File: src/rtl/i2c_mon_pkg.sv
// i2c_mon_pkg: shared defaults for the I2C line monitor
// Holds the default channel count, synchroniser depth, the line idle level and
// the counter widths used by the filter, hold-off and bus-idle logic.
package i2c_mon_pkg;
    localparam int   NCH_DEF   = 2;
    localparam int   SYNC_DEF  = 2;
    localparam int   FILT_W    = 4;
    localparam int   HOLD_W    = 16;
    localparam int   IDLE_W    = 16;
    localparam logic LINE_IDLE = 1'b1;
endpackage

File: src/rtl/i2c_line_monitor_if.sv
// i2c_line_monitor_if: raw lines, runtime timing config and monitor results
// Ports (signals):
//   lin                  raw asynchronous line inputs (ch0 = SCL, ch1 = SDA)
//   filt_len             glitch filter length in cycles (0 behaves as 1)
//   hold_rise/hold_fall  lockout cycles after an accepted rise/fall
//   idle_timeout         bus-free timeout in cycles (0 disables)
//   lvl/lohi/hilo        filtered levels and 1-cycle edge pulses
//   sta/rsta/sto         START, repeated-START and STOP pulses
//   bby/bus_to           bus busy and timeout-clear pulse
// Modports: master drives lines and config, slave is the monitor itself.
interface i2c_line_monitor_if #(
    parameter int NCH    = i2c_mon_pkg::NCH_DEF,
    parameter int FILT_W = i2c_mon_pkg::FILT_W,
    parameter int HOLD_W = i2c_mon_pkg::HOLD_W,
    parameter int IDLE_W = i2c_mon_pkg::IDLE_W
);
    logic [NCH-1:0]    lin;
    logic [FILT_W-1:0] filt_len;
    logic [HOLD_W-1:0] hold_rise;
    logic [HOLD_W-1:0] hold_fall;
    logic [IDLE_W-1:0] idle_timeout;
    logic [NCH-1:0]    lvl;
    logic [NCH-1:0]    lohi;
    logic [NCH-1:0]    hilo;
    logic              sta;
    logic              rsta;
    logic              sto;
    logic              bby;
    logic              bus_to;
    modport master (
        output lin, filt_len, hold_rise, hold_fall, idle_timeout,
        input  lvl, lohi, hilo, sta, rsta, sto, bby, bus_to
    );
    modport slave (
        input  lin, filt_len, hold_rise, hold_fall, idle_timeout,
        output lvl, lohi, hilo, sta, rsta, sto, bby, bus_to
    );
endinterface

File: src/rtl/i2c_line_filter.sv
// i2c_line_filter: one-line synchroniser, glitch filter and edge hold-off
// Ports:
//   clk, rst             clock, asynchronous active-high reset
//   lin                  raw asynchronous line
//   filt_len             cycles a new level must persist (0 behaves as 1)
//   hold_rise/hold_fall  lockout loaded when a rise/fall is accepted
//   lvl                  filtered level
//   lohi/hilo            1-cycle pulses coincident with the new lvl
module i2c_line_filter
    import i2c_mon_pkg::*;
#(
    parameter int   SYNC_STAGES = SYNC_DEF,
    parameter int   FILT_W      = i2c_mon_pkg::FILT_W,
    parameter int   HOLD_W      = i2c_mon_pkg::HOLD_W,
    parameter logic RESET_LVL   = LINE_IDLE
) (
    input  logic              clk,
    input  logic              rst,
    input  logic              lin,
    input  logic [FILT_W-1:0] filt_len,
    input  logic [HOLD_W-1:0] hold_rise,
    input  logic [HOLD_W-1:0] hold_fall,
    output logic              lvl,
    output logic              lohi,
    output logic              hilo
);
    if (SYNC_STAGES < 2) begin : g_sync_chk
        $error("i2c_line_filter: SYNC_STAGES must be >= 2");
    end
    logic [SYNC_STAGES-1:0] sync;
    logic [FILT_W-1:0]      fcnt;
    logic [HOLD_W-1:0]      hold;
    logic [FILT_W:0]        f_eff;
    logic [FILT_W:0]        f_next;
    logic                   s;
    assign s      = sync[SYNC_STAGES-1];
    assign f_eff  = (filt_len == '0) ? (FILT_W+1)'(1) : {1'b0, filt_len};
    assign f_next = {1'b0, fcnt} + (FILT_W+1)'(1);
    always_ff @(posedge clk or posedge rst) begin
        if (rst) begin
            sync <= {SYNC_STAGES{RESET_LVL}};
            lvl  <= RESET_LVL;
            lohi <= 1'b0;
            hilo <= 1'b0;
            fcnt <= '0;
            hold <= '0;
        end else begin
            sync <= {sync[SYNC_STAGES-2:0], lin};
            lohi <= 1'b0;
            hilo <= 1'b0;
            hold <= (hold != '0) ? hold - HOLD_W'(1) : '0;
            if (s == lvl) begin
                fcnt <= '0;
            end else if (hold != '0) begin
                // keep counting during lockout but park at F-1 so the level is
                // accepted on the first hold-free cycle
                fcnt <= (f_next >= f_eff) ? FILT_W'(f_eff - (FILT_W+1)'(1)) : f_next[FILT_W-1:0];
            end else if (f_next >= f_eff) begin
                lvl  <= s;
                lohi <= s;
                hilo <= ~s;
                fcnt <= '0;
                hold <= s ? hold_rise : hold_fall;
            end else begin
                fcnt <= f_next[FILT_W-1:0];
            end
        end
    end
endmodule

File: src/rtl/i2c_line_monitor.sv
// i2c_line_monitor: filtered I2C lines plus START/STOP/busy/timeout detection
// Ports:
//   clk, rst  clock, asynchronous active-high reset
//   bus       i2c_line_monitor_if.slave: lines and config in, levels,
//             edge pulses and bus conditions out (ch0 = SCL, ch1 = SDA;
//             higher channels are edge-only and do not touch the bus logic)
// Interface parameters must match NCH/FILT_W/HOLD_W/IDLE_W here.
module i2c_line_monitor
    import i2c_mon_pkg::*;
#(
    parameter int             NCH         = NCH_DEF,
    parameter int             SYNC_STAGES = SYNC_DEF,
    parameter int             FILT_W      = i2c_mon_pkg::FILT_W,
    parameter int             HOLD_W      = i2c_mon_pkg::HOLD_W,
    parameter int             IDLE_W      = i2c_mon_pkg::IDLE_W,
    parameter logic [NCH-1:0] RESET_LVL   = {NCH{LINE_IDLE}}
) (
    input logic                clk,
    input logic                rst,
    i2c_line_monitor_if.slave  bus
);
    if (NCH < 2) begin : g_nch_chk
        $error("i2c_line_monitor: NCH must be >= 2");
    end
    logic [NCH-1:0]    lvl;
    logic [NCH-1:0]    lohi;
    logic [NCH-1:0]    hilo;
    logic              scl_d;
    logic              sta_q;
    logic              rsta_q;
    logic              sto_q;
    logic              bby_q;
    logic              bus_to_q;
    logic [IDLE_W-1:0] icnt;
    logic              start;
    logic              stop;
    logic              cnt_en;
    logic              hit;
    for (genvar g = 0; g < NCH; g++) begin : g_ch
        i2c_line_filter #(
            .SYNC_STAGES(SYNC_STAGES),
            .FILT_W     (FILT_W),
            .HOLD_W     (HOLD_W),
            .RESET_LVL  (RESET_LVL[g])
        ) u_filt (
            .clk      (clk),
            .rst      (rst),
            .lin      (bus.lin[g]),
            .filt_len (bus.filt_len),
            .hold_rise(bus.hold_rise),
            .hold_fall(bus.hold_fall),
            .lvl      (lvl[g]),
            .lohi     (lohi[g]),
            .hilo     (hilo[g])
        );
    end
    // scl_d is SCL as it was before the edge that produced the SDA pulse, so a
    // simultaneous SCL edge cannot mask or fake a bus condition
    assign start  = hilo[1] & scl_d;
    assign stop   = lohi[1] & scl_d;
    assign cnt_en = bby_q & lvl[0] & lvl[1];
    assign hit    = cnt_en && (bus.idle_timeout != '0) && (icnt >= bus.idle_timeout - IDLE_W'(1));
    always_ff @(posedge clk or posedge rst) begin
        if (rst) begin
            scl_d    <= RESET_LVL[0];
            sta_q    <= 1'b0;
            rsta_q   <= 1'b0;
            sto_q    <= 1'b0;
            bby_q    <= 1'b0;
            bus_to_q <= 1'b0;
            icnt     <= '0;
        end else begin
            scl_d    <= lvl[0];
            sta_q    <= start;
            rsta_q   <= start & bby_q;
            sto_q    <= stop;
            // a START or STOP landing with the timeout takes precedence, so
            // bus_to only reports clears caused purely by idleness
            bus_to_q <= hit & ~start & ~stop;
            bby_q    <= start ? 1'b1 : (stop | hit) ? 1'b0 : bby_q;
            icnt     <= (cnt_en & ~hit & ~start) ? icnt + IDLE_W'(1) : '0;
        end
    end
    assign bus.lvl    = lvl;
    assign bus.lohi   = lohi;
    assign bus.hilo   = hilo;
    assign bus.sta    = sta_q;
    assign bus.rsta   = rsta_q;
    assign bus.sto    = sto_q;
    assign bus.bby    = bby_q;
    assign bus.bus_to = bus_to_q;
endmodule

File: src/flat_wrapper.sv
// flat-port wrapper written by rule: the top's interface ports become plain ports
module i2c_line_monitor_flat import i2c_mon_pkg::*;
#(
    parameter int             NCH         = NCH_DEF,
    parameter int             SYNC_STAGES = SYNC_DEF,
    parameter int             FILT_W      = i2c_mon_pkg::FILT_W,
    parameter int             HOLD_W      = i2c_mon_pkg::HOLD_W,
    parameter int             IDLE_W      = i2c_mon_pkg::IDLE_W,
    parameter logic [NCH-1:0] RESET_LVL   = {NCH{LINE_IDLE}}
)
  (clk, rst, bus_lin, bus_filt_len, bus_hold_rise, bus_hold_fall, bus_idle_timeout, bus_lvl, bus_lohi, bus_hilo, bus_sta, bus_rsta, bus_sto, bus_bby, bus_bus_to);
  i2c_line_monitor_if #(.NCH(NCH), .FILT_W(FILT_W), .HOLD_W(HOLD_W), .IDLE_W(IDLE_W)) bus_i ();
  input logic clk;
  input logic rst;
  input wire logic [$bits(bus_i.lin)-1:0] bus_lin;
  input wire logic [$bits(bus_i.filt_len)-1:0] bus_filt_len;
  input wire logic [$bits(bus_i.hold_rise)-1:0] bus_hold_rise;
  input wire logic [$bits(bus_i.hold_fall)-1:0] bus_hold_fall;
  input wire logic [$bits(bus_i.idle_timeout)-1:0] bus_idle_timeout;
  output wire logic [$bits(bus_i.lvl)-1:0] bus_lvl;
  output wire logic [$bits(bus_i.lohi)-1:0] bus_lohi;
  output wire logic [$bits(bus_i.hilo)-1:0] bus_hilo;
  output wire logic [$bits(bus_i.sta)-1:0] bus_sta;
  output wire logic [$bits(bus_i.rsta)-1:0] bus_rsta;
  output wire logic [$bits(bus_i.sto)-1:0] bus_sto;
  output wire logic [$bits(bus_i.bby)-1:0] bus_bby;
  output wire logic [$bits(bus_i.bus_to)-1:0] bus_bus_to;
  assign bus_i.lin = bus_lin;
  assign bus_i.filt_len = bus_filt_len;
  assign bus_i.hold_rise = bus_hold_rise;
  assign bus_i.hold_fall = bus_hold_fall;
  assign bus_i.idle_timeout = bus_idle_timeout;
  assign bus_lvl = bus_i.lvl;
  assign bus_lohi = bus_i.lohi;
  assign bus_hilo = bus_i.hilo;
  assign bus_sta = bus_i.sta;
  assign bus_rsta = bus_i.rsta;
  assign bus_sto = bus_i.sto;
  assign bus_bby = bus_i.bby;
  assign bus_bus_to = bus_i.bus_to;
  i2c_line_monitor #(.NCH(NCH), .SYNC_STAGES(SYNC_STAGES), .FILT_W(FILT_W), .HOLD_W(HOLD_W), .IDLE_W(IDLE_W), .RESET_LVL(RESET_LVL)) u_core (.clk(clk), .rst(rst), .bus(bus_i));
endmodule
File: config.mk
export PLATFORM = sky130hd
export DESIGN_NAME = i2c_line_monitor_flat
export DESIGN_NICKNAME = d
export VERILOG_FILES = /design/src/rtl/i2c_mon_pkg.sv /design/src/rtl/i2c_line_monitor_if.sv /design/src/rtl/i2c_line_filter.sv /design/src/rtl/i2c_line_monitor.sv /design/src/flat_wrapper.sv
export SDC_FILE = /design/constraint.sdc
export NUM_CORES = 1
export LEC_CHECK = 0
export CORE_MARGIN = 4
export CORE_UTILIZATION = 35
export DETAILED_ROUTE_END_ITERATION = 8
export HOLD_SLACK_MARGIN = 0.05
export SKIP_CTS_REPAIR_TIMING = 1
export SLEW_MARGIN = 5
export SYNTH_ARGS = -nofsm -noshare
export SYNTH_HDL_FRONTEND = slang
export SYNTH_SLANG_ARGS = --single-unit
File: constraint.sdc
create_clock -name clk -period 2.95 [get_ports clk]
set_input_delay 0.59 -clock clk [delete_from_list [all_inputs] [get_ports clk]]
set_output_delay 0.59 -clock clk [all_outputs]
set_load 0.05 [all_outputs]
* Yosys cells after proc, flatten, opt, wreduce, memory -nomap -nowiden
Index checks and enable logic that the tools add are counted.
** Storage, ports and cells
- Output and inout bits :: 11
- Flip-flop bits (word level) :: 72
- Input bits :: 56
** Cells by class
- Equality and inequality tests :: 2
- Reductions and logical operators :: 9
- $add $sub $neg :: 7
- Bitwise gates (word level) :: 19
- Muxes and demuxes :: 34
- Magnitude comparators :: 3
** Operators by type and width (count)
- 16-bit 2-to-1 mux :: 11
- 16-bit nonzero test :: 3
- 16-bit by 1-bit subtractor with 16-bit output (second input constant) :: 3
- 4-bit 2-to-1 mux :: 9
- 16-bit by 1-bit adder with 16-bit output (second input constant) :: 1
- 16-bit greater-or-equal comparator :: 1
- 1-bit 2-to-1 mux :: 14
- 4-bit by 1-bit adder with 5-bit output (second input constant) :: 2
- 1-bit AND :: 9
- 1-bit NOT :: 9
- 3-bit AND reduction :: 2
- 5-bit by 4-bit greater-or-equal comparator with 1-bit output :: 1
- 5-bit greater-or-equal comparator :: 1
- 4-bit zero test :: 1
- 4-bit by 1-bit subtractor with 4-bit output (second input constant) :: 1
- 1-bit equality test :: 2
- 1-bit logical AND :: 2
- 2-bit nonzero test :: 1
- 1-bit OR :: 1

* Longest topological paths before layout
Gate-level depths: netlist (run 1).
- Depth in word-level cells :: 8
- Gate-level depth with buffers :: 12

* Cells and area by module
Synthesis (run 1) repeated with hierarchy kept, for this count alone.
** Second synthesis, totals
- Cell total of the unflattened synthesis :: 530
- Area, all modules :: 4969.8 µm²
** By module, submodules not included
- i2c_line_filter :: sequential area each 629.4 µm², area each 1636.6 µm², cells an instance 170, instances 2
- i2c_line_monitor :: sequential area each 551.8 µm², area each 1696.6 µm², cells an instance 190, instances 1

* Worst setup path before layout (run 1)
OpenSTA, ideal clock, no wires.
- Path type :: input to register
- From :: input bus_idle_timeout[7]
- To :: register u_core.icnt[10]
- Cell stages on the path :: 12
- Setup slack :: -0.097 ns
- Setup time :: 0.087 ns
- Buffers on the path :: 1
- Arrival time :: 2.960 ns
- Path through :: or4_4 nor2_4 nand2_1 nor4_1 xnor2_1 ha_1 nand4_1 nor3_1 a211oi_1 nand3_1 buf_6 a211oi_2
** On the way
- Longest elaborated chain between the ends :: 7
** RTL lines
- start: declaration :: RTL line flat_wrapper.sv:19 : input wire logic [$bits(bus_i.idle_timeout)-1:0] bus_idle_timeout;
- 16-bit by 1-bit subtractor with 16-bit output or 16-bit nonzero test (tied branches) :: RTL line i2c_line_monitor.sv:62 : assign hit = cnt_en && (bus.idle_timeout != '0) && (icnt >= bus.idle_timeout - IDLE_W'(1));
- 16-bit greater-or-equal comparator or 1-bit logical AND (tied branches) :: RTL line i2c_line_monitor.sv:62
- 1-bit logical AND (*) :: RTL line i2c_line_monitor.sv:62
- 1-bit NOT (*) :: RTL line i2c_line_monitor.sv:81 : icnt <= (cnt_en & ~hit & ~start) ? icnt + IDLE_W'(1) : '0;
- 1-bit AND (*) (2 in a row) :: RTL line i2c_line_monitor.sv:81
- 16-bit 2-to-1 mux (*) :: RTL line i2c_line_monitor.sv:81
- end signal: assignment :: RTL line i2c_line_monitor.sv:81
- end: declaration :: RTL line i2c_line_monitor.sv:34 : logic [IDLE_W-1:0] icnt;
Mark *: on every way between the ends. The rest lies on a longest branch, timed or not.
A chain may end at the register's enable or synchronous reset.

* Worst setup path in the final report (run 1)
- From :: input bus_idle_timeout[3]
- To :: register u_core.icnt[5]
Same word-level chain as after synthesis.

==> results of run 1 <==
-- sequential cells by signal (all words and copies together) (netlist names) --
| signal | flops |
|---|---|
| u_core.bus.bby | 1 |
| u_core.bus.bus_to | 1 |
| u_core.bus.rsta | 1 |
| u_core.bus.sta | 1 |
| u_core.bus.sto | 1 |
| u_core.g_ch.u_filt.fcnt | 8 |
| u_core.g_ch.u_filt.hilo | 2 |
| u_core.g_ch.u_filt.hold | 32 |
| u_core.g_ch.u_filt.lohi | 2 |
| u_core.g_ch.u_filt.lvl | 2 |
| u_core.g_ch.u_filt.sync | 4 |
| u_core.icnt | 16 |
| u_core.scl_d | 1 |
-- metrics by stage --
step / area (um2) / total power [mW]
detailed placement: 5790 / 2.38
global route: 6270 / 3.64
CTS: 6080 / 3.44
finish: 6270 / 3.42
global placement: 5790 / 2.35
floorplan: 4810 / 2.03
-- cell usage after synthesis (14+ instances only) --
master / count
dfrtp_1: 65
nor2_1: 42
nand2_1: 35
ha_1: 33
xnor2_1: 29
nor3_1: 27
xor2_1: 23
nand3_1: 22
a221o_1: 18
inv_1: 17
a21oi_1: 14
-- worst reg2reg max path, cell delays in order (launching register included) --
cell,delay [ps]
dfrtp_1,400
or4_1,620
nor4b_4,350
and3_1,420
buf_4,260
nor2_1,80
a221o_1,260
-- cell families (layout without fill, tap and decap cells) --
family / count (synthesis) / count (layout) / share of synthesized area
AND/OR/NAND/NOR: 196 / 196 / 0.222
AO/OA/AOI/OAI: 94 / 94 / 0.152
flip-flops: 72 / 72 / 0.378
XOR/XNOR: 52 / 52 / 0.0951
buffers and inverters: 40 / 135 / 0.0462
adder cells (fa/ha/maj): 33 / 33 / 0.0862
multiplexers: 10 / 10 / 0.0212
-- area by class of cell --
| class | count | area, um2 |
|---|---|---|
| fill | 1279 | 7080 |
| multi-input combinational | 385 | 2890 |
| sequential | 72 | 1810 |
| timing repair buffer | 102 | 1000 |
| clock buffer | 14 | 274 |
| tap | 176 | 220 |
| inverter | 17 | 63.8 |
| clock inverter | 2 | 12.5 |
-- how the worst max path moves through the flow --
stage	start	endpoint	slack, ps	depth (start not counted)
3_5_place_dp	bus_idle_timeout[7]	u_core.icnt[15]	-640	13
6_report	bus_idle_timeout[3]	u_core.icnt[5]	-90	13
2_1_floorplan	bus_idle_timeout[7]	u_core.icnt[10]	10	12
5_1_grt	bus_idle_timeout[3]	u_core.icnt[10]	-230	13
3_3_place_gp	bus_idle_timeout[7]	u_core.bus.bus_to	-490	13
4_1_cts	bus_idle_timeout[7]	u_core.icnt[15]	-310	13
-- layout by cell type (no fill, tap or decap), types with 7 or more instances in the layout --
cell type,count
dfrtp_1,65
clkdlybuf4s50_1,56
nor2_1,41
nand2_1,34
ha_1,33
buf_4,31
xnor2_1,28
xor2_1,23
nor3_1,23
nand3_1,21
a221o_1,18
inv_1,16
a211oi_2,14
a21oi_1,13
o21ai_0,12
or3_1,12
clkbuf_16,11
mux2i_1,9
nand2b_1,9
nand4_1,7
dlymetal6s2s_1,7
dfstp_2,7
-- where the power goes --
part,leakage [nW],internal [mW],switching (mW)
Sequential,0.908,1.16,0.185
Clock,0.139,0.637,0.390
Combinational,1.58,0.519,0.525
-- metal layers --
metal	global-route usage	wire length [um]	up-vias
li1	-	-	1988
met4	0.0453	169	0
met1	0.203	5610	1906
met3	0.0294	591	17
met5	0	0	-
met2	0.249	5800	103
==> flow_metrics.py, run 1 <==
metrics = {
    "outcome": {
        "status": "complete, but fails checks",
        "violations": "negative setup slack",
    },
    "layout": {
        "synthToLayoutAreaGrowth_pct": 30.9,
        "final_util": 0.470,
        "drive_gt1_frac": 0.177,
        "antenna_cells": 0,
        "nets": 676,
        "fin_cells": 768,
    },
    "sta": {
        "tns_ps": -900,
        "fin_crit_ps": 3040,
        "worst_slew_pin_slew_ps": 617,
        "finalSetupViolCount": 16,
        "skew_ps": 5.86,
        "finalMaxSlewViolations": 0,
        "hold_ws_ps": 355,
        "min_period_over_period": 1.03,
        "setup_ws_ps": -86.4,
        "finalHoldViolCount": 0,
        "slew_headroom": 0.585,
        "rsz0062_at_grt": "true",
        "max_freq_ghz": 0.329,
    },
    "die": {
        "core-area_um2": 13300,
        "initial_core_util": 0.359,
        "die_h_um": 125,
        "rows": 42,
        "ios": 67,
        "dieWidth_um": 125,
        "die_area_um2": 15600,
    },
    "critical_path": {
        "critical_path_arrival_ps": 3280,
        "crit_required_ps": 3190,
        "reg2regPathDepth": 6,
        "crit_family": "simple AND/OR/NAND/NOR gates",
        "startpoint_type": "input port",
        "critical_path.most_common_cell": "a211oi_2",
        "slowest_stage": "clkdlybuf4s50_1",
        "critical_path.cell_chain": "clkdlybuf4s50_1 -> nor3_2 -> and3_4 -> nand2_4 -> nor4_4 -> xnor2_1 -> ha_1 -> nand4_1 -> o21bai_1 -> a211oi_2 -> nand3_2 -> clkbuf_16 -> a211oi_2",
        "critical_path_class": "in2reg",
        "worstPathMaxFanout": 4,
        "critPathMaxStageDelay_ps": 440,
        "endpoint_kind": "flip-flop",
        "rrSetupSlack_ps": 450,
        "timing.rr.end": "u_core.g_ch[1].u_filt.hold[2]",
        "worst-path-buf-inv": 2,
        "r2r_start": "u_core.g_ch[1].u_filt.hold[10]",
    },
    "clock_tree": {
        "cts.clk_slew.worst_paths_ps": 50,
        "cts_tree": "yes",
        "tritoncts.num_buffers": 9,
        "clkSinkCount": 72,
        "clockRootBuffer": "clkbuf_16",
        "clkLatencyLatePin_ps": 330,
        "htreeDepth": 3,
        "clockBufferDepth": 2,
    },
    "min_path": {
        "hold_path.startpoint": "u_core.g_ch[1].u_filt.sync[0]",
        "hold_path_end": "u_core.g_ch[1].u_filt.sync[1]",
        "hp-class": "reg2reg",
        "hold_depth": 0,
    },
    "run": {
        "drv_cap": 0,
    },
    "routing": {
        "num_vias": 4014,
        "drtAntennaViolNets": 0,
        "first_iter_violations": 187,
        "viasPerCell": 5.23,
        "first_pass_iters": 4,
        "wl_per_cell_um": 15.8,
        "routed_wl_um": 12200,
        "drc_errors": 0,
    },
    "placement": {
        "dp_slack_ps": -638,
        "gp_congestion": 0.888,
        "placed_cells": 748,
        "hpwl_um": 8990,
        "io_buffers": 66,
    },
    "synthesis": {
        "ys_types": 54,
        "syn_inst": 497,
        "yosysWarnings": 0,
        "async_flop_share": 1.00,
        "synth.top_cell.area_share": 0.340,
        "synth_nets": 586,
        "synth_top_area_cell": "dfrtp_1",
        "synth_edf_count": 0,
        "ys_top_cells_by_area": "dfrtp_1 (34%), ha_1 (8.6%), xnor2_1 (5.3%)",
        "seq_area_frac_synth": 0.378,
        "ys_seq_elements": 72,
        "synth_ff_type": "dfrtp_1",
        "syn_avg_cell_area_um2": 9.64,
        "netlist_area_um2": 4790,
    },
    "global_routing": {
        "grt_pass1_vias": 4043,
        "grt_max_degree": 73,
        "grt-ovfl-total": 0,
        "track_usage": 0.151,
        "antenna_found_initial": 0,
        "grt_pass1_wl_um": 19700,
    },
    "pwr": {
        "power.density_nw_per_um2": 545,
        "p_leak_nw": 2.63,
        "peakVddDrop_mv": 0.325,
    },
}
No activity file was read; power rests on OpenSTA's default activity.
==> run 2: changes to the inputs <==
CORE_MARGIN = not set   (was 4)
==> run 2 against run 1 <==
The run still ends with negative setup slack left. First-iteration DRC count increased by 5.9%. Hold slack about the same. Sequential power about the same. Worst setup slack got worse by 14 ps. Sequential share of layout area about the same. Critical path type unchanged. Critical endpoint is now u_core.icnt[11]. Largest power group unchanged.
==> flow_metrics.py, run 2 (synthesized netlist as in run 1, its figures left out) <==
metrics = {
    "outcome": {
        "status": "complete, but fails checks",
        "violations": "negative setup slack",
    },
    "pwr": {
        "p_leak_nw": 2.60,
        "peakVddDrop_mv": 0.357,
        "power.density_nw_per_um2": 544,
    },
    "clock_tree": {
        "clkSinkCount": 72,
        "tritoncts.num_buffers": 9,
        "clockRootBuffer": "clkbuf_16",
        "cts_tree": "yes",
        "clockBufferDepth": 2,
        "cts.clk_slew.worst_paths_ps": 50,
        "clkLatencyLatePin_ps": 330,
        "htreeDepth": 3,
    },
    "sta": {
        "fin_crit_ps": 3050,
        "min_period_over_period": 1.03,
        "max_freq_ghz": 0.328,
        "rsz0062_at_grt": "true",
        "finalHoldViolCount": 0,
        "finalSetupViolCount": 16,
        "worst_slew_pin_slew_ps": 615,
        "finalMaxSlewViolations": 0,
        "skew_ps": 10.1,
        "setup_ws_ps": -100,
        "slew_headroom": 0.588,
    },
    "routing": {
        "drc_errors": 0,
        "viasPerCell": 5.26,
        "num_vias": 4050,
        "first_pass_iters": 4,
        "wl_per_cell_um": 15.8,
        "first_iter_violations": 198,
        "drtAntennaViolNets": 0,
        "routed_wl_um": 12200,
    },
    "global_routing": {
        "grt-ovfl-total": 0,
        "grt_max_degree": 51,
        "track_usage": 0.177,
        "antenna_found_initial": 0,
        "grt_pass1_vias": 4170,
        "grt_pass1_wl_um": 20100,
    },
    "die": {
        "die_h_um": 119,
        "core-area_um2": 13300,
        "rows": 42,
        "initial_core_util": 0.360,
        "ios": 67,
        "dieWidth_um": 119,
        "die_area_um2": 14200,
    },
    "critical_path": {
        "worstPathMaxFanout": 4,
        "crit_required_ps": 3190,
        "critical_path_arrival_ps": 3290,
        "rrSetupSlack_ps": 470,
        "critical_path_class": "in2reg",
        "endpoint_kind": "flip-flop",
        "startpoint_type": "input port",
    },
    "min_path": {
        "hp-class": "reg2reg",
    },
    "placement": {
        "gp_congestion": 0.849,
        "hpwl_um": 9100,
        "placed_cells": 749,
        "io_buffers": 66,
        "dp_slack_ps": -630,
    },
    "layout": {
        "nets": 678,
        "largest_register_ffs": 32,
        "antenna_cells": 0,
        "synthToLayoutAreaGrowth_pct": 30.8,
        "layout_common_cells": "dfrtp_1 (65), clkdlybuf4s50_1 (59), nor2_1 (42)",
        "fin_cells": 770,
        "regMostFlops": "u_core.g_ch.u_filt.hold",
        "reg_top3": "u_core.g_ch.u_filt.hold x32, u_core.icnt x16, u_core.g_ch.u_filt.fcnt x8",
        "drive_gt1_frac": 0.180,
        "nFillCells": 1268,
        "final_common_cell": "dfrtp_1",
    },
    "run": {
        "drv_cap": 0,
    },
}
## run 2: path summary, 6_finish.rpt
path / from / end / cells after the start
hold / removal: u_core.g_ch[0].u_filt.sync[0] / u_core.g_ch[0].u_filt.sync[1] / 0
hold reg to reg: u_core.g_ch[0].u_filt.sync[0] / u_core.g_ch[0].u_filt.sync[1] / 0
min in group asynchronous: rst / u_core.icnt[2] / 2
setup / recovery: bus_idle_timeout[11] / u_core.icnt[11] / 11
max in group asynchronous: rst / u_core.g_ch[0].u_filt.sync[1] / 3
setup reg to reg: u_core.g_ch[1].u_filt.hold[10] / u_core.g_ch[1].u_filt.hold[5] / 6
## run 2: final cells by class
class,count,area (um2),share of cell area
well taps,176,220,0.0352
multi-input cells,385,2890,0.461
inverters,17,63.8,0.0102
repair buffers,104,1010,0.161
clock buffers,13,250,0.0399
flip-flops and latches,72,1810,0.289
clock inverters,3,18.8,0.00300
## run 2: per-stage QoR
stage | power (mW) | area (um2) | util | hold WS (ps) | TNS, ps
floorplan | 2.03 | 4810 | - | 345 | 0
global placement | 2.35 | 5800 | 0.436 | 346 | -12550
detailed placement | 2.40 | 5800 | 0.436 | 348 | -17850
CTS | 3.42 | 6070 | 0.457 | 355 | -4770
global route | 3.64 | 6260 | 0.471 | 361 | -2300
finish | 3.41 | 6260 | 0.471 | 354 | -767
## run 2: worst max-delay path, cell delays in order
cell and delay, ps:
clkdlybuf4s50_1 430, or4_4 560, nor3_2 150, xnor2_1 170, ha_1 290, nand4_1 140, o21bai_1 90, a211oi_2 270
nand3_4 180, clkbuf_16 200, a211oi_2 210
## run 2: power by group
group          internal, mW  total [mW]  switching [mW]
clock                 0.591       0.992           0.400
combinational         0.533        1.07           0.542
sequential             1.16        1.34           0.181
## run 2: per-layer routing
| metal | vias to the layer above | share of wire | GRT usage |
|---|---|---|---|
| met1 | 1936 | 0.45 | 0.231 |
| li1 | 1992 | - | - |
| met5 | - | 0 | 0 |
| met2 | 103 | 0.48 | 0.293 |
| met4 | 0 | 0.024 | 0.0688 |
| met3 | 19 | 0.042 | 0.0297 |
==> run 3: changes to the inputs <==
CORE_ASPECT_RATIO = 1.1   (was not set)
RECOVER_POWER = 100   (was not set)
SYNTH_HIERARCHICAL = 1   (was not set)
==> run 3 against run 2 <==
The run still ends with negative setup slack left. Non-clock buffer count up 18. Register-to-register slack better by 60 ps. Clock skew up 1.5 ps. Core utilization down 0.33 points. Combinational power down 25%. Clock-buffer cell count down 2.
==> flow_metrics.py, run 3 <==
metrics = {
    "clock_tree": {
        "htreeDepth": 3,
        "clkSinkCount": 72,
        "clkLatencyLatePin_ps": 340,
        "cts.clk_slew.worst_paths_ps": 60,
        "cts_tree": "yes",
        "clockBufferDepth": 2,
        "tritoncts.num_buffers": 9,
        "clockRootBuffer": "clkbuf_16",
    },
    "pwr": {
        "power.density_nw_per_um2": 448,
        "p_leak_nw": 2.68,
        "finalPower_mw": 2.90,
        "peakVddDrop_mv": 0.221,
    },
    "die": {
        "ios": 67,
        "core-area_um2": 13900,
        "die_area_um2": 14700,
        "die_h_um": 127,
        "initial_core_util": 0.359,
        "dieWidth_um": 116,
        "rows": 45,
    },
    "synthesis": {
        "async_flop_share": 1.00,
        "synth_common_cells": "dfrtp_1 (65), nand2_1 (52), nor2_1 (41)",
        "netlist_area_um2": 4970,
        "seq_area_frac_synth": 0.364,
        "ys_types": 54,
        "synth_ff_type": "dfrtp_1",
        "synth_top_area_cell": "dfrtp_1",
        "synth_nets": 620,
        "synth.top_cell.area_share": 0.327,
        "synth_edf_count": 0,
        "yosysWarnings": 6,
        "syn_inst": 530,
        "ys_top_cells_by_area": "dfrtp_1 (33%), ha_1 (8.6%), xnor2_1 (5.1%)",
        "syn_avg_cell_area_um2": 9.38,
        "yosysMostFrequentCell": "dfrtp_1",
        "ys_seq_elements": 72,
    },
    "global_routing": {
        "antenna_found_initial": 0,
        "grt-ovfl-total": 0,
        "met3_usage": 0.0460,
        "grt.busiest_layer": "met2",
        "grt_util_met2": 0.314,
        "grt.met1_usage": 0.244,
        "track_usage": 0.191,
        "grt_pass1_vias": 4530,
        "grt_pass1_wl_um": 22000,
        "grt_max_degree": 26,
    },
    "min_path": {
        "hp-class": "reg2reg",
        "hold_depth": 0,
    },
    "layout": {
        "regMostFlops": "u_core/g_ch.u_filt/hold",
        "largest_register_ffs": 32,
        "drive_gt1_frac": 0.166,
        "nFillCells": 1394,
        "antenna_cells": 0,
        "synthToLayoutAreaGrowth_pct": 30.4,
        "regArea_um2": 1810,
        "nets": 736,
        "layout_common_cells": "dfrtp_1 (65), nand2_1 (50), clkdlybuf4s50_1 (48), buf_4 (48), nor2_1 (41)",
        "multi_input_area_um2": 3000,
        "final_common_cell": "dfrtp_1",
        "reg_top3": "u_core/g_ch.u_filt/hold x32, u_core/icnt x16, u_core/g_ch.u_filt/fcnt x8",
    },
    "routing": {
        "first_pass_iters": 4,
        "drc_errors": 0,
        "wl_per_cell_um": 15.7,
        "first_iter_violations": 208,
        "viasPerCell": 5.34,
        "num_vias": 4484,
        "drtAntennaViolNets": 0,
        "routed_wl_um": 13100,
    },
    "critical_path": {
        "critical_path.most_common_cell": "buf_6",
        "timing.rr.end": "u_core/icnt[15]",
        "critical_path.cell_chain": "buf_6 -> or4_4 -> nor4_4 -> nand3_2 -> nor4_2 -> xnor2_1 -> ha_1 -> buf_6 -> nand2_2 -> o21ai_2 -> or4_1 -> a311o_2 -> a2111oi_4",
        "cp_num_cells": 13,
        "r2r_start": "u_core/icnt[13]",
        "setup.worst_path.end": "u_core/icnt[15]",
        "worstPathMaxFanout": 5,
        "critical_path_class": "in2reg",
        "reg2regPathDepth": 6,
        "crit_required_ps": 3180,
        "worst-path-buf-inv": 2,
        "startpoint_type": "input port",
        "crit_family": "simple AND/OR/NAND/NOR gates",
        "critPathMaxStageDelay_ps": 540,
        "slowest_stage": "or4_4",
        "rrSetupSlack_ps": 530,
        "endpoint_kind": "flip-flop",
        "critical_path_arrival_ps": 3850,
        "crit_start": "bus_idle_timeout[5]",
    },
    "sta": {
        "rsz0062_at_grt": "true",
        "max_freq_ghz": 0.276,
        "slew_headroom": 0.0371,
        "fin_crit_ps": 3620,
        "worst_slew_pin_slew_ps": 1440,
        "finalHoldViolCount": 0,
        "finalMaxSlewViolations": 0,
        "skew_ps": 11.6,
        "tns_ps": -10450,
        "hold_ws_ps": 356,
        "min_period_over_period": 1.23,
        "finalSetupViolCount": 18,
        "setup_ws_ps": -673,
    },
    "outcome": {
        "violations": "negative setup slack",
        "status": "complete, but fails checks",
    },
    "placement": {
        "gp_congestion": 0.856,
        "hpwl_um": 10100,
        "io_buffers": 66,
    },
    "run": {
        "drv_cap": 0,
    },
}
## run 3: layout make-up
class | count | share of cell area
timing repair buffer | 122 | 0.166
tap | 188 | 0.0363
multi-input combinational | 419 | 0.463
clock buffer | 11 | 0.0375
inverter | 22 | 0.0127
clock inverter | 5 | 0.00502
sequential | 72 | 0.279
## run 3: worst min-delay path by stage
stage / from / end
2_1_floorplan: u_core/g_ch[0].u_filt/sync[0] / u_core/g_ch[0].u_filt/sync[1]
6_report: u_core/g_ch[1].u_filt/sync[0] / u_core/g_ch[1].u_filt/sync[1]
5_1_grt: u_core/g_ch[1].u_filt/sync[0] / u_core/g_ch[1].u_filt/sync[1]
3_5_place_dp: u_core/g_ch[1].u_filt/sync[0] / u_core/g_ch[1].u_filt/sync[1]
3_3_place_gp: u_core/g_ch[1].u_filt/sync[0] / u_core/g_ch[1].u_filt/sync[1]
4_1_cts: u_core/g_ch[1].u_filt/sync[0] / u_core/g_ch[1].u_filt/sync[1]
## run 3: kinds of logic after synthesis
family	share of synthesized area
and+or+nand+nor	0.223
AOI/OAI and AO/OA	0.185
DFF	0.364
xor gates and xnor gates	0.0811
buffers and inverters	0.0342
adders and majority gates	0.0856
muxes	0.0262
## run 3: metrics by stage
stage | util | cell area, um2 | std cells | setup WS (ps)
after floorplan | - | 4980 | 530 | -572
after global placement | 0.450 | 6230 | 823 | -1110
after detailed placement | 0.450 | 6230 | 823 | -1220
after CTS | 0.470 | 6500 | 839 | -888
after global routing | 0.468 | 6480 | 839 | -806
final | 0.468 | 6480 | 839 | -673
## run 3: power by group
part	total (mW)	internal, mW	switching, mW
combinational	0.803	0.387	0.416
clock	1.01	0.592	0.421
sequential	1.09	1.04	0.0467
total	2.90	2.02	0.884
## run 3: routing by layer
| layer | vias to the layer above | routed length, um |
|---|---|---|
| met5 | - | 0 |
| met2 | 91 | 6450 |
| li1 | 2191 | - |
| met1 | 2179 | 5850 |
| met3 | 23 | 574 |
| met4 | 0 | 268 |
